--- src/rtl/id_ex_stage.sv ---
// ---------------------------------------------------------------------------
// id_ex_stage
//   Decode-to-execute pipeline stage of the RV32I core. It sits directly
//   downstream of the register file's combinational read ports. For each
//   source operand it picks the register file value or a bypassed result,
//   then registers the operands together with the decoded fields into the
//   EX-stage pipeline register. It also detects load-use hazards, stalls
//   the front end, inserts bubbles, handles branch flush and counts stall
//   cycles in a saturating counter.
//
// Ports
//   clk, rst_n                  clock, asynchronous active-low reset
//   id_*                        decoded instruction currently in ID
//   rf_data_a / rf_data_b       register file read data for rs1 / rs2
//   ex_result                   ALU result of the instruction held in ex_*
//   mem_rd/mem_reg_wen/mem_data MEM-stage writer (value includes load data)
//   wb_rd/wb_reg_wen/wb_data    WB-stage writer (same as register file write)
//   flush                       EX resolved a taken branch/jump
//   stall                       hold PC and IF/ID this cycle (combinational)
//   ex_*                        EX-stage pipeline register
//   stall_cnt                   saturating count of load-use stall cycles
// ---------------------------------------------------------------------------
module id_ex_stage #(
    parameter int XLEN   = 32,
    parameter int CTRL_W = 8,
    parameter int CNT_W  = 16
) (
    input  logic              clk,
    input  logic              rst_n,
    input  logic              id_valid,
    input  logic [XLEN-1:0]   id_pc,
    input  logic [4:0]        id_rs1,
    input  logic [4:0]        id_rs2,
    input  logic              id_use_rs1,
    input  logic              id_use_rs2,
    input  logic [4:0]        id_rd,
    input  logic [XLEN-1:0]   id_imm,
    input  logic [CTRL_W-1:0] id_ctrl,
    input  logic              id_reg_wen,
    input  logic              id_mem_read,
    input  logic              id_mem_write,
    input  logic [XLEN-1:0]   rf_data_a,
    input  logic [XLEN-1:0]   rf_data_b,
    input  logic [XLEN-1:0]   ex_result,
    input  logic [4:0]        mem_rd,
    input  logic              mem_reg_wen,
    input  logic [XLEN-1:0]   mem_data,
    input  logic [4:0]        wb_rd,
    input  logic              wb_reg_wen,
    input  logic [XLEN-1:0]   wb_data,
    input  logic              flush,
    output logic              stall,
    output logic              ex_valid,
    output logic              ex_reg_wen,
    output logic              ex_mem_read,
    output logic              ex_mem_write,
    output logic [XLEN-1:0]   ex_pc,
    output logic [XLEN-1:0]   ex_op_a,
    output logic [XLEN-1:0]   ex_op_b,
    output logic [XLEN-1:0]   ex_imm,
    output logic [4:0]        ex_rd,
    output logic [CTRL_W-1:0] ex_ctrl,
    output logic [CNT_W-1:0]  stall_cnt
);

    logic            hazard;
    logic            bubble;
    logic            exFwdOk;
    logic [XLEN-1:0] opA;
    logic [XLEN-1:0] opB;

    // Bypass priority: x0, then the youngest writer first. A load in EX has
    // no value yet, so it is excluded here and handled by the hazard stall.
    // WB must be bypassed because the register file writes on the same edge
    // that would capture its (still old) combinational read data.
    function automatic logic [XLEN-1:0] selectOperand(
        input logic [4:0]      src,
        input logic [XLEN-1:0] rfData,
        input logic            exOk,
        input logic [4:0]      exRd,
        input logic [XLEN-1:0] exVal,
        input logic            memWen,
        input logic [4:0]      memRd,
        input logic [XLEN-1:0] memVal,
        input logic            wbWen,
        input logic [4:0]      wbRd,
        input logic [XLEN-1:0] wbVal
    );
        if (src == 5'd0)                  return '0;
        else if (exOk && exRd == src)     return exVal;
        else if (memWen && memRd == src)  return memVal;
        else if (wbWen && wbRd == src)    return wbVal;
        else                              return rfData;
    endfunction

    // NOTE: every always_comb output gets a value on every path (here via a
    // default first), otherwise synthesis infers a latch.
    always_comb begin
        exFwdOk = 1'b0;
        exFwdOk = ex_valid && ex_reg_wen && !ex_mem_read;
        opA = selectOperand(id_rs1, rf_data_a, exFwdOk, ex_rd, ex_result,
                            mem_reg_wen, mem_rd, mem_data, wb_reg_wen, wb_rd, wb_data);
        opB = selectOperand(id_rs2, rf_data_b, exFwdOk, ex_rd, ex_result,
                            mem_reg_wen, mem_rd, mem_data, wb_reg_wen, wb_rd, wb_data);
    end

    // Load-use: the load's data only exists once it reaches MEM, so the
    // dependent instruction waits one cycle and then picks it up from mem_data.
    assign hazard = id_valid && ex_valid && ex_mem_read && (ex_rd != 5'd0) &&
                    ((id_use_rs1 && id_rs1 == ex_rd) || (id_use_rs2 && id_rs2 == ex_rd));

    // A flushed ID instruction is wrong-path, so holding it would be pointless.
    assign stall  = hazard && !flush;
    assign bubble = flush || hazard || !id_valid;

    // NOTE: sequential state uses non-blocking assignments so every register
    // samples pre-edge values, independent of statement order.
    always_ff @(posedge clk or negedge rst_n) begin
        if (!rst_n) begin
            ex_valid     <= 1'b0;
            ex_reg_wen   <= 1'b0;
            ex_mem_read  <= 1'b0;
            ex_mem_write <= 1'b0;
            ex_pc        <= '0;
            ex_op_a      <= '0;
            ex_op_b      <= '0;
            ex_imm       <= '0;
            ex_rd        <= '0;
            ex_ctrl      <= '0;
        end else if (bubble) begin
            // A bubble clears every field, so it can never write state.
            ex_valid     <= 1'b0;
            ex_reg_wen   <= 1'b0;
            ex_mem_read  <= 1'b0;
            ex_mem_write <= 1'b0;
            ex_pc        <= '0;
            ex_op_a      <= '0;
            ex_op_b      <= '0;
            ex_imm       <= '0;
            ex_rd        <= '0;
            ex_ctrl      <= '0;
        end else begin
            ex_valid     <= 1'b1;
            ex_reg_wen   <= id_reg_wen;
            ex_mem_read  <= id_mem_read;
            ex_mem_write <= id_mem_write;
            ex_pc        <= id_pc;
            ex_op_a      <= opA;
            ex_op_b      <= opB;
            ex_imm       <= id_imm;
            ex_rd        <= id_rd;
            ex_ctrl      <= id_ctrl;
        end
    end

    // Saturating stall counter: sticks at all-ones instead of wrapping.
    always_ff @(posedge clk or negedge rst_n) begin
        if (!rst_n) begin
            stall_cnt <= '0;
        end else if (stall && stall_cnt != '1) begin
            stall_cnt <= stall_cnt + CNT_W'(1);
        end
    end

endmodule

--- config.mk ---
export PLATFORM = sky130hd
export DESIGN_NAME = id_ex_stage
export DESIGN_NICKNAME = d
export VERILOG_FILES = /design/src/rtl/id_ex_stage.sv
export SDC_FILE = /design/constraint.sdc
export NUM_CORES = 1
export LEC_CHECK = 0
export ABC_AREA = 0
export ABC_CLOCK_PERIOD_IN_PS = 2000
export CAP_MARGIN = 20
export CORE_AREA = 4 4 163 165
export DETAILED_ROUTE_END_ITERATION = 16
export DIE_AREA = 0 0 167 169
export GPL_ROUTABILITY_DRIVEN = 0
export GPL_TIMING_DRIVEN = 0
export PLACE_DENSITY_LB_ADDON = 0.3
export SLEW_MARGIN = 20
export SYNTH_ARGS = -nofsm -noshare
export SYNTH_HDL_FRONTEND = slang
export SYNTH_SLANG_ARGS = --single-unit
--- constraint.sdc ---
create_clock -name clk -period 2 [get_ports clk]
set_input_delay 0.2 -clock clk [delete_from_list [all_inputs] [get_ports clk]]
set_output_delay 0.2 -clock clk [all_outputs]
set_load 0.005 [all_outputs]
Word level (Yosys, flattened, before mapping)

Index checks and enable logic that the tools add are counted.

Bits in registers: 161
Output and inout port bits: 162
Logic and storage cells: 64
Input port bits: 268

Add/subtract/negate cells: 1
Reduce and logical (&&, ||, !) cells: 25
Equality and inequality tests: 9
Mux-type cells: 18

Operators by type and width:

| kind                                                            | count |
|---|---|
| 32-bit two-way mux                                              | 12 |
| 5-bit equality test                                             | 8 |
| 16-bit by 1-bit adder with 16-bit output, second input constant | 1 |
| 1-bit logical AND                                               | 16 |
| 16-bit inequality test, second input constant                   | 1 |
| 5-bit logical NOT                                               | 2 |
| 8-bit two-way mux                                               | 1 |
| 5-bit two-way mux                                               | 1 |
| 5-bit nonzero test                                              | 1 |
| 1-bit two-way mux                                               | 4 |
| 1-bit logical NOT                                               | 3 |
| 1-bit logical OR                                                | 3 |

Logic depth before layout (Yosys ltp)

Gate-level depths: netlist of run 1.

Depth in word-level cells: 7
Mapped depth: 8
Gate-level depth less buffers: 6

Worst setup path after synthesis of run 1

Ideal clock, no wire load.

Path kind: flip-flop to flip-flop
Start point: reg ex_rd[1]
End point: reg ex_op_a[14]
Setup time: 101 ps
Setup slack: 22 ps
Required time: 1899 ps
Data arrival time: 1877 ps
Cell stages (with the launch flop): 7
Path buffers: 1
Clock period less this slack: 1978 ps
Path through: dfrtp_1 or4_4 o211ai_4 inv_2 a21o_1 buf_6 nor4_1

Longest elaborated chain between the ends: 7
Elaborated cells between the ends (all ways): 15
Those cells by class: eq/ne: 3; mux: 3; reduce/logical: 9

RTL lines:

| element                                | RTL line | source |
|---|---|---|
| start, declared                        | 61       | `output logic [4:0] ex_rd,` |
| start signal, assigned                 | 151      | `ex_rd <= id_rd;` |
| 5-bit equality test (on tied branches) | 90, 110  |  |
| 1-bit logical AND                      | 110      | `((id_use_rs1 && id_rs1 == ex_rd) \|\| (id_use_rs2 && id_rs2 == ex_rd));` |
| 1-bit logical OR                       | 110      |  |
| 1-bit logical AND                      | 109      | `assign hazard = id_valid && ex_valid && ex_mem_read && (ex_rd != 5'd0) &&` |
| 1-bit logical OR (2 in series)         | 114      | `assign bubble = flush \|\| hazard \|\| !id_valid;` |
| 32-bit two-way mux *                   | 130      | `end else if (bubble) begin` |
| end signal, assigned                   | 148      | `ex_op_a <= opA;` |
| end, declared                          | 58       | `output logic [XLEN-1:0] ex_op_a,` |

Every way passes the cells marked *; elsewhere a longest branch is shown, timed or not.
A chain may end at the register's enable or synchronous reset.

Final worst setup path of run 1

Start point: reg ex_rd[4]
End point: reg ex_op_a[14]

Same word-level chain as after synthesis.

==> tab_implementation.tex, run 1 <==
\begin{tabular}{lr}
\hline
Metric & Value \\
\hline
\multicolumn{2}{l}{\textbf{Outcome}} \\
\quad Run status & complete, but fails checks \\
\quad Violated checks & setup timing \\
\multicolumn{2}{l}{\textbf{Timing}} \\
\quad Worst Tran Pin Value & 637.3 ps \\
\quad Rel. slew slack & 0.5752 \\
\quad Count of endpoints failing setup in the final report & approximately 140 \\
\quad Fmax & roughly 0.45 GHz \\
\quad Share of the cycle needed by the critical path after routing & 1.109 \\
\quad Final count of hold timing violations & 0 \\
\quad Final count of pins violating max slew & 0 \\
\quad Setup WS post-layout & -217.3 ps \\
\quad Final Skew & 13.44 ps \\
\quad Setup\_tns & -7651 ps \\
\quad RSZ-0062 raised after global routing & true \\
\quad Period minus WS final & roughly 2200 ps \\
\multicolumn{2}{l}{\textbf{Finish}} \\
\quad Design area & 14,500 um2 \\
\quad Highest-count cells in the layout ignoring fill and taps & 419 x sky130\_fd\_sc\_hd\_\_clkdlybuf4s50\_1, 156 x sky130\_fd\_sc\_hd\_\_dfrtp\_1, 84 x sky130\_fd\_sc\_hd\_\_and2\_1 \\
\quad Synth-to-layout area growth & 81.96\% \\
\quad Commonest non-fill, non-tap cell in the layout & sky130\_fd\_sc\_hd\_\_clkdlybuf4s50\_1 \\
\quad Fill cell count & $\sim$2,200 \\
\quad Area occupied by multi-input gates & 4439 um2 \\
\quad \# nets final & 1,539 \\
\quad Layout cell share with drive strength beyond 1 & 0.1660 \\
\quad Area occupied by registers & 4035 um2 \\
\multicolumn{2}{l}{\textbf{Setup path}} \\
\quad Critical path class & reg -> reg \\
\quad Worst EP required & 2340 ps \\
\quad Worst-path fanout max & 10 \\
\quad Crit. End Element & flop \\
\quad Sort of element at the start of the critical path & flop \\
\quad Source of the worst register-to-register timing path & ex\_rd[4] \\
\quad Arrival @ worst endpoint & 2560 ps \\
\quad Worst setup slack for register-to-register paths & -220 ps \\
\quad Critical path launch point & ex\_rd[4] \\
\multicolumn{2}{l}{\textbf{GRT}} \\
\quad Total grt overflow & 0 \\
\quad Total track usage & 0.2672 \\
\quad Wire length of the first global-routing pass & 57,260 um \\
\quad Initial antenna violation count & 2 \\
\quad Via count of the first global-routing pass & 9,182 \\
\quad Pin count of the biggest net entering global routing & 99 \\
\multicolumn{2}{l}{\textbf{Clock network}} \\
\quad Clk sinks & about 160 \\
\quad Clock tree from TritonCTS & yes \\
\quad Bufs on Longest Clock Path & 2 \\
\quad CTS buffer count & 17 \\
\quad Root Buffer & sky130\_fd\_sc\_hd\_\_clkbuf\_16 \\
\quad Count of H-tree levels built during CTS & 4 \\
\quad Clock latency at the later pin of the worst-skew pair & 430 ps \\
\quad CTS clock-pin slew for the worst setup and hold paths & 90 ps \\
\multicolumn{2}{l}{\textbf{Routing}} \\
\quad Average wire per standard cell & 24.43 um \\
\quad Via/cell ratio & 5.476 \\
\quad Remaining number of nets flagged by the antenna check after routing & 0 \\
\quad DRC violation count after routing & 0 \\
\quad Total Wirelength & 39,460 um \\
\quad DRC marker count from the first detailed-route iteration & 1,020 \\
\quad Vias & 8,844 \\
\quad Pre-Repair DR Iteration Count & 6 \\
\multicolumn{2}{l}{\textbf{Floorplan}} \\
\quad Full die area & 28,220 um2 \\
\quad Num rows & 58 \\
\quad Top-Level Pins & 430 \\
\quad Floorplan die width & 167 um \\
\quad Starting density of the core & 0.3183 \\
\quad Placeable core region & around 25,000 um2 \\
\quad DIE HEIGHT & 169 um \\
\multicolumn{2}{l}{\textbf{Synthesis}} \\
\quad Instance count of the mapped netlist & 799 \\
\quad Number of synthesized flops with an enable pin & 0 \\
\quad Number of warnings issued by yosys & 0 \\
\quad Post-Synthesis Net Count & 1,068 \\
\quad Portion of the post-synthesis area used by sequential elements & 0.5055 \\
\quad Fraction of synthesis flops using an asynchronous set or reset pin & 1.000 \\
\quad Post-Syn Area per Cell & between 9 and 10 um2 \\
\quad Post-synth top flop & sky130\_fd\_sc\_hd\_\_dfrtp\_1 \\
\quad Cell area after synthesis & between 7000 and 8000 um2 \\
\quad Library cells used by synthesis & 52 \\
\quad Synthesis-stage register bit count & 161 \\
\multicolumn{2}{l}{\textbf{Power}} \\
\quad Peak supply drop & about 0.5 mV \\
\quad Leak & 6.029 nW \\
\quad Pwr per Cell Area & $\sim$590 nW/um2 \\
\quad Sum of internal, switching and leakage power & 8.573 mW \\
\multicolumn{2}{l}{\textbf{Place}} \\
\quad Placed Instance Area & about 13,000 um2 \\
\quad Placed wire-length estimate & 29,680 um \\
\quad Input/output buffers & 428 \\
\multicolumn{2}{l}{\textbf{Worst hold path}} \\
\quad Worst Hold Class & in -> async \\
\multicolumn{2}{l}{\textbf{Job}} \\
\quad Max capacitance violation total & 0 \\
\hline
\end{tabular}
==> metrics by stage <==
step                        util  hold slack [ps]  setup slack [ps]  std cells
after detailed placement  0.5072            184.5             -1516       1558
after global placement    0.5059            486.4             -6021       1557
final                     0.5793            285.3            -217.3       1615
after floorplan                -           -95.59             22.00        799
after CTS                 0.5644            296.8            -220.4       1605
after global routing      0.5793            301.9            -268.0       1615
==> power breakdown <==
part	internal (mW)	total (mW)	switching, mW	leakage [nW]
Sequential	3.37	3.42	0.0460	2.17
Clock	1.72	3.40	1.68	0.294
Combinational	0.994	1.75	0.760	3.57
==> cell type report <==
type	instances	share of cell area
clock buffers	18	0.03028
flip-flops and latches	161	0.2782
inverters	3	0.0008627
repair buffers	456	0.3140
multi-input cells	568	0.3061
clock inverters	14	0.01087
well taps	330	0.02847
diodes	2	0.0003451
plain buffers	63	0.03080
==> sequential cells by signal, summed over array words and instances (netlist names) <==
register      cells
ex_imm           32
ex_op_a          32
ex_op_b          32
ex_pc            32
stall_cnt        16
ex_ctrl           8
ex_rd             5
ex_mem_read       1
ex_mem_write      1
ex_reg_wen        1
ex_valid          1
==> logic make-up (layout without fill, tap and decap cells) <==
kind of cell,Yosys count,in the layout,synth area share
compound gates,153,153,0.1468
xor+xnor,44,44,0.04835
fa+ha+maj,1,1,0.001570
buf+inv,70,554,0.03501
flops,161,161,0.5055
mux,1,1,0.001413
other cells,0,2,0
simple gates,369,369,0.2614
==> path summary, 6_finish.rpt <==
check / endpoint / cells past startpoint
min: ex_op_a[14] / 2
max in group asynchronous: ex_rd[4] / 3
min reg2reg: stall_cnt[5] / 1
max reg2reg: ex_op_a[14] / 6
max: ex_op_a[14] / 6
min in group clk: ex_pc[19] / 2
==> metal layers <==
layer | vias up | part of all wire | GRT usage | wire (um)
met3 | 114 | 0.10 | 0.08361 | 4090
met2 | 630 | 0.51 | 0.4776 | 19960
met5 | - | 0 | 0 | 0
met1 | 4218 | 0.35 | 0.2982 | 13850
li1 | 3882 | - | - | -
met4 | 0 | 0.040 | 0.1017 | 1559
==> timing repair <==
item / 4_1_cts / 5_1_grt
cloned: 2 / 0
gates resized for setup: 191 / 78
hold endpoints to repair: 63 / 0
pin swaps: 21 / 12
setup buffers: 16 / 8
endpoints found under the setup margin: 158 / 158
hold buffers: 1 / 0
==> Yosys cell counts, types with 2 or more instances <==
master                      instances  area [um2]
sky130_fd_sc_hd__a2111oi_0         32       280.3
sky130_fd_sc_hd__a211oi_1          14       105.1
sky130_fd_sc_hd__a31oi_1           20       125.1
sky130_fd_sc_hd__a32oi_1           18       157.7
sky130_fd_sc_hd__and2_1            86       538.0
sky130_fd_sc_hd__and3_1            58       362.9
sky130_fd_sc_hd__and4_1             3       26.28
sky130_fd_sc_hd__buf_1              3       11.26
sky130_fd_sc_hd__buf_2              4       20.02
sky130_fd_sc_hd__clkbuf_1          58       217.7
sky130_fd_sc_hd__dfrtp_1          161        4029
sky130_fd_sc_hd__nand2_1           10       37.54
sky130_fd_sc_hd__nand2b_1          25       156.4
sky130_fd_sc_hd__nand3_1           30       150.1
sky130_fd_sc_hd__nand4_1           10       62.56
sky130_fd_sc_hd__nor2_1            51       191.4
sky130_fd_sc_hd__nor3_1            58       290.3
sky130_fd_sc_hd__nor4_1            29       181.4
sky130_fd_sc_hd__o211a_1           11       110.1
sky130_fd_sc_hd__o21ai_0           36       180.2
sky130_fd_sc_hd__o21ai_1            2       10.01
sky130_fd_sc_hd__o311a_1            8       80.08
sky130_fd_sc_hd__xnor2_1           34       297.8
sky130_fd_sc_hd__xor2_1            10       87.58
==> worst max-delay path, cell delays in order, from the launching register on <==
cell and delay [ps]:
sky130_fd_sc_hd__dfrtp_2 470, sky130_fd_sc_hd__or4_4 560, sky130_fd_sc_hd__o211ai_4 220, sky130_fd_sc_hd__inv_2 120
sky130_fd_sc_hd__a21o_4 270, sky130_fd_sc_hd__buf_6 180, sky130_fd_sc_hd__nor4_4 310
No activity file was read; power rests on OpenSTA's default activity.
==> inputs of run 2 (changes only) <==
--- a/config.mk
+++ b/config.mk
@@ -5,12 +5,12 @@
 export SDC_FILE = /design/constraint.sdc
 export NUM_CORES = 1
 export LEC_CHECK = 0
-export ABC_AREA = 0
-export ABC_CLOCK_PERIOD_IN_PS = 2000
+export ABC_CLOCK_PERIOD_IN_PS = 2700
 export CAP_MARGIN = 20
-export CORE_AREA = 4 4 163 165
+export CORE_AREA = 4 4 167 169
 export DETAILED_ROUTE_END_ITERATION = 16
-export DIE_AREA = 0 0 167 169
+export DIE_AREA = 0 0 171 173
+export DONT_BUFFER_PORTS = 1
 export GPL_ROUTABILITY_DRIVEN = 0
 export GPL_TIMING_DRIVEN = 0
 export PLACE_DENSITY_LB_ADDON = 0.3
==> constraint.sdc (replaced) <==
create_clock -name clk -period 2.7 [get_ports clk]
set_input_delay 0.27 -clock clk [delete_from_list [all_inputs] [get_ports clk]]
set_output_delay 0.27 -clock clk [all_outputs]
set_load 0.005 [all_outputs]
==> tab_implementation.tex, run 2 (synthesis results as in run 1) <==
\begin{tabular}{lr}
\hline
Metric & Value \\
\hline
\multicolumn{2}{l}{\textbf{Outcome}} \\
\quad Run status & complete, but fails checks \\
\quad Violated checks & hold timing \\
\multicolumn{2}{l}{\textbf{Power}} \\
\quad Sequential share of power & 0.453 (+0.054) \\
\quad Leak & 4.275 nW (-29\%) \\
\quad Clock group share of total power & 0.446 (+0.049) \\
\quad Sum of internal, switching and leakage power & 5.663 mW (-34\%) \\
\quad Switching power summed over all nets & 1.642 mW (-34\%) \\
\quad Pwr per Cell Area & 572.7 nW/um2 (-3.1\%) \\
\quad Switching fraction of total power & 0.2898 (about the same) \\
\quad Part of the total power dissipated in combinational logic & 0.101 (-0.104) \\
\quad Peak supply drop & 0.2978 mV (-40\%) \\
\quad Internal power contribution & 4.022 mW (-34\%) \\
\multicolumn{2}{l}{\textbf{Timing}} \\
\quad Count of endpoints failing setup in the final report & 0 (-100\%) \\
\quad Setup\_tns & 0 ps (+7651 ps) \\
\quad Final Skew & 13.40 ps (-0.04010 ps) \\
\quad Final count of pins violating max slew & 0 (unchanged) \\
\quad Worst Tran Pin Value & 1150 ps (+513.0 ps) \\
\quad Setup WS post-layout & 105.2 ps (+322.5 ps) \\
\quad Worst Hold Margin & -473.5 ps (-758.8 ps) \\
\quad Rel. slew slack & 0.2280 (-0.3471) \\
\quad Fmax & 0.3854 GHz (-15\%) \\
\quad Period minus WS final & 2595 ps (+377.5 ps) \\
\quad Share of the cycle needed by the critical path after routing & 0.9610 (-0.1476) \\
\quad Final count of hold timing violations & 161 (+161) \\
\multicolumn{2}{l}{\textbf{Finish}} \\
\quad Finished Layout Cells & 1,255 (-22\%) \\
\quad Synth-to-layout area growth & 24.08\% \\
\quad Layout cell share with drive strength beyond 1 & 0.07245 (-0.09357) \\
\quad Highest-count cells in the layout ignoring fill and taps & 161 x sky130\_fd\_sc\_hd\_\_dfrtp\_1, 86 x sky130\_fd\_sc\_hd\_\_and2\_1, 80 x sky130\_fd\_sc\_hd\_\_dlygate4sd3\_1 \\
\quad \# nets final & 1,167 (-24\%) \\
\quad Design area & 9889 um2 (-32\%) \\
\quad Fill cell count & 2,660 (+20\%) \\
\quad Commonest non-fill, non-tap cell in the layout & sky130\_fd\_sc\_hd\_\_dfrtp\_1 \\
\multicolumn{2}{l}{\textbf{Routing}} \\
\quad Remaining number of nets flagged by the antenna check after routing & 0 (unchanged) \\
\quad Via/cell ratio & 5.841 (+6.7\%) \\
\quad DRC marker count from the first detailed-route iteration & 713 (-30\%) \\
\quad Vias & 7,330 (-17\%) \\
\quad Pre-Repair DR Iteration Count & 6 (unchanged) \\
\quad DRC violation count after routing & 0 (unchanged) \\
\quad Average wire per standard cell & 29.53 um (+21\%) \\
\quad Total Wirelength & 37,060 um (-6.1\%) \\
\multicolumn{2}{l}{\textbf{Floorplan}} \\
\quad Placeable core region & 26,580 um2 (+6.1\%) \\
\quad Num rows & 60 (+3.4\%) \\
\quad Full die area & 29,580 um2 (+4.8\%) \\
\quad Floorplan die width & 171 um (+2.4\%) \\
\quad Top-Level Pins & 430 (unchanged) \\
\quad DIE HEIGHT & 173 um (+2.4\%) \\
\quad Starting density of the core & 0.2999 (-0.01843) \\
\multicolumn{2}{l}{\textbf{Place}} \\
\quad Input/output buffers & 0 (-100\%) \\
\quad Placed Instances & 1,141 (-27\%) \\
\quad Placed Instance Area & 8407 um2 (-34\%) \\
\quad Place WS & -507.9 ps (+1008 ps) \\
\quad Placed wire-length estimate & 28,080 um (-5.4\%) \\
\multicolumn{2}{l}{\textbf{GRT}} \\
\quad Total track usage & 0.2421 (-0.02500) \\
\quad Wire length of the first global-routing pass & 53,380 um (-6.8\%) \\
\quad Pin count of the biggest net entering global routing & 162 (+64\%) \\
\quad Via count of the first global-routing pass & 7,920 (-14\%) \\
\quad Total grt overflow & 0 (unchanged) \\
\quad Initial antenna violation count & 4 (+2) \\
\multicolumn{2}{l}{\textbf{Setup path}} \\
\quad Arrival @ worst endpoint & 2960 ps (+400 ps) \\
\quad Sort of element at the start of the critical path & flop \\
\quad Crit. End Element & flop \\
\quad Worst EP required & 3070 ps (+730 ps) \\
\quad Critical path class & reg -> reg \\
\quad Worst-path fanout max & 10 (unchanged) \\
\quad Worst setup slack for register-to-register paths & 110 ps (+320 ps) \\
\multicolumn{2}{l}{\textbf{Clock network}} \\
\quad Clock latency at the later pin of the worst-skew pair & 430 ps (about the same) \\
\quad Root Buffer & sky130\_fd\_sc\_hd\_\_clkbuf\_16 \\
\quad Bufs on Longest Clock Path & 2 (unchanged) \\
\quad CTS clock-pin slew for the worst setup and hold paths & 80 ps (about the same) \\
\quad Clock tree from TritonCTS & yes \\
\quad Count of H-tree levels built during CTS & 4 (unchanged) \\
\quad Clk sinks & 161 (unchanged) \\
\quad CTS buffer count & 17 (unchanged) \\
\multicolumn{2}{l}{\textbf{Worst hold path}} \\
\quad Worst Hold Class & in -> async \\
\multicolumn{2}{l}{\textbf{Job}} \\
\quad Max capacitance violation total & 0 (unchanged) \\
\hline
\end{tabular}
## run 2: cell types whose count changed in the layout (fill, tap and decap cells not counted), moves of 10 or more
cell,before,now
sky130_fd_sc_hd__a2111oi_0,5,31
sky130_fd_sc_hd__a2111oi_1,11,0
sky130_fd_sc_hd__buf_4,19,2
sky130_fd_sc_hd__clkbuf_1,15,45
sky130_fd_sc_hd__clkbuf_4,12,0
sky130_fd_sc_hd__clkdlybuf4s50_1,419,0
sky130_fd_sc_hd__dlygate4sd3_1,1,80
sky130_fd_sc_hd__nor3_1,47,57
sky130_fd_sc_hd__nor4_1,7,27
sky130_fd_sc_hd__nor4_2,15,2
sky130_fd_sc_hd__xnor2_1,22,34
sky130_fd_sc_hd__xnor2_2,11,0
## run 2: power by group through the flow
stage	Sequential [mW]	Clock, mW	Combinational [mW]
3_3_place_gp	2.62	0	0.451
2_1_floorplan	2.59	0	0.317
4_1_cts	2.57	2.58	0.556
3_5_place_dp	2.61	0	0.461
6_report	2.57	2.53	0.569
5_1_grt	2.58	2.68	0.619
## run 2: final cells by class
class,instances,area (um2),share of cell area
clock buffers,18,439.2,0.04441
clock inverters,14,160.2,0.01619
multi-input cells,568,3730,0.3772
repair buffers,82,812.0,0.08211
plain buffers,65,274.0,0.02771
inverters,3,11.26,0.001139
well taps,341,426.7,0.04314
flip-flops and latches,161,4029,0.4074
diodes,3,7.507,0.0007591
## run 2: worst paths after layout
path,startpoint,to,cells past startpoint
setup / recovery,ex_rd[1],ex_op_b[21],6
hold / removal,rst_n,ex_op_a[23],0
setup reg to reg,ex_rd[1],ex_op_b[21],6
hold reg to reg,stall_cnt[5],stall_cnt[5],1
max in group asynchronous,rst_n,ex_op_a[8],0
min in group clk,mem_data[24],ex_op_b[24],1
## run 2: timing repair
| item | 4_1_cts | 5_1_grt |
|---|---|---|
| endpoints found under the hold margin | 239 | 163 |
| hold buffers | 78 | 2 |
| pin swaps | 0 | 3 |
| endpoints found under the setup margin | 39 | 54 |
| buffers inserted | 0 | 1 |
| resized for setup | 10 | 19 |
## run 2: per-layer routing
layer,track usage,part of all wire,up-vias
li1,-,-,3145
met1,0.2627,0.34,3553
met2,0.4181,0.49,530
met3,0.09328,0.12,98
met4,0.1040,0.049,4
met5,0,0.00067,-
## run 2: per-stage QoR
step / hold slack, ps / util
CTS: -491.3 / 0.3698
detailed placement: -21.83 / 0.3163
global placement: -21.86 / 0.3160
floorplan: -25.59 / -
finish: -473.5 / 0.3721
global route: -498.9 / 0.3720
## run 2: worst max-delay path, stage by stage, from the launching register on
cell                       delay [ps]
sky130_fd_sc_hd__dfrtp_1          480
sky130_fd_sc_hd__or4_4            580
sky130_fd_sc_hd__o211ai_4         320
sky130_fd_sc_hd__inv_2            120
sky130_fd_sc_hd__a21boi_2         540
sky130_fd_sc_hd__buf_4            320
sky130_fd_sc_hd__o211a_1          180
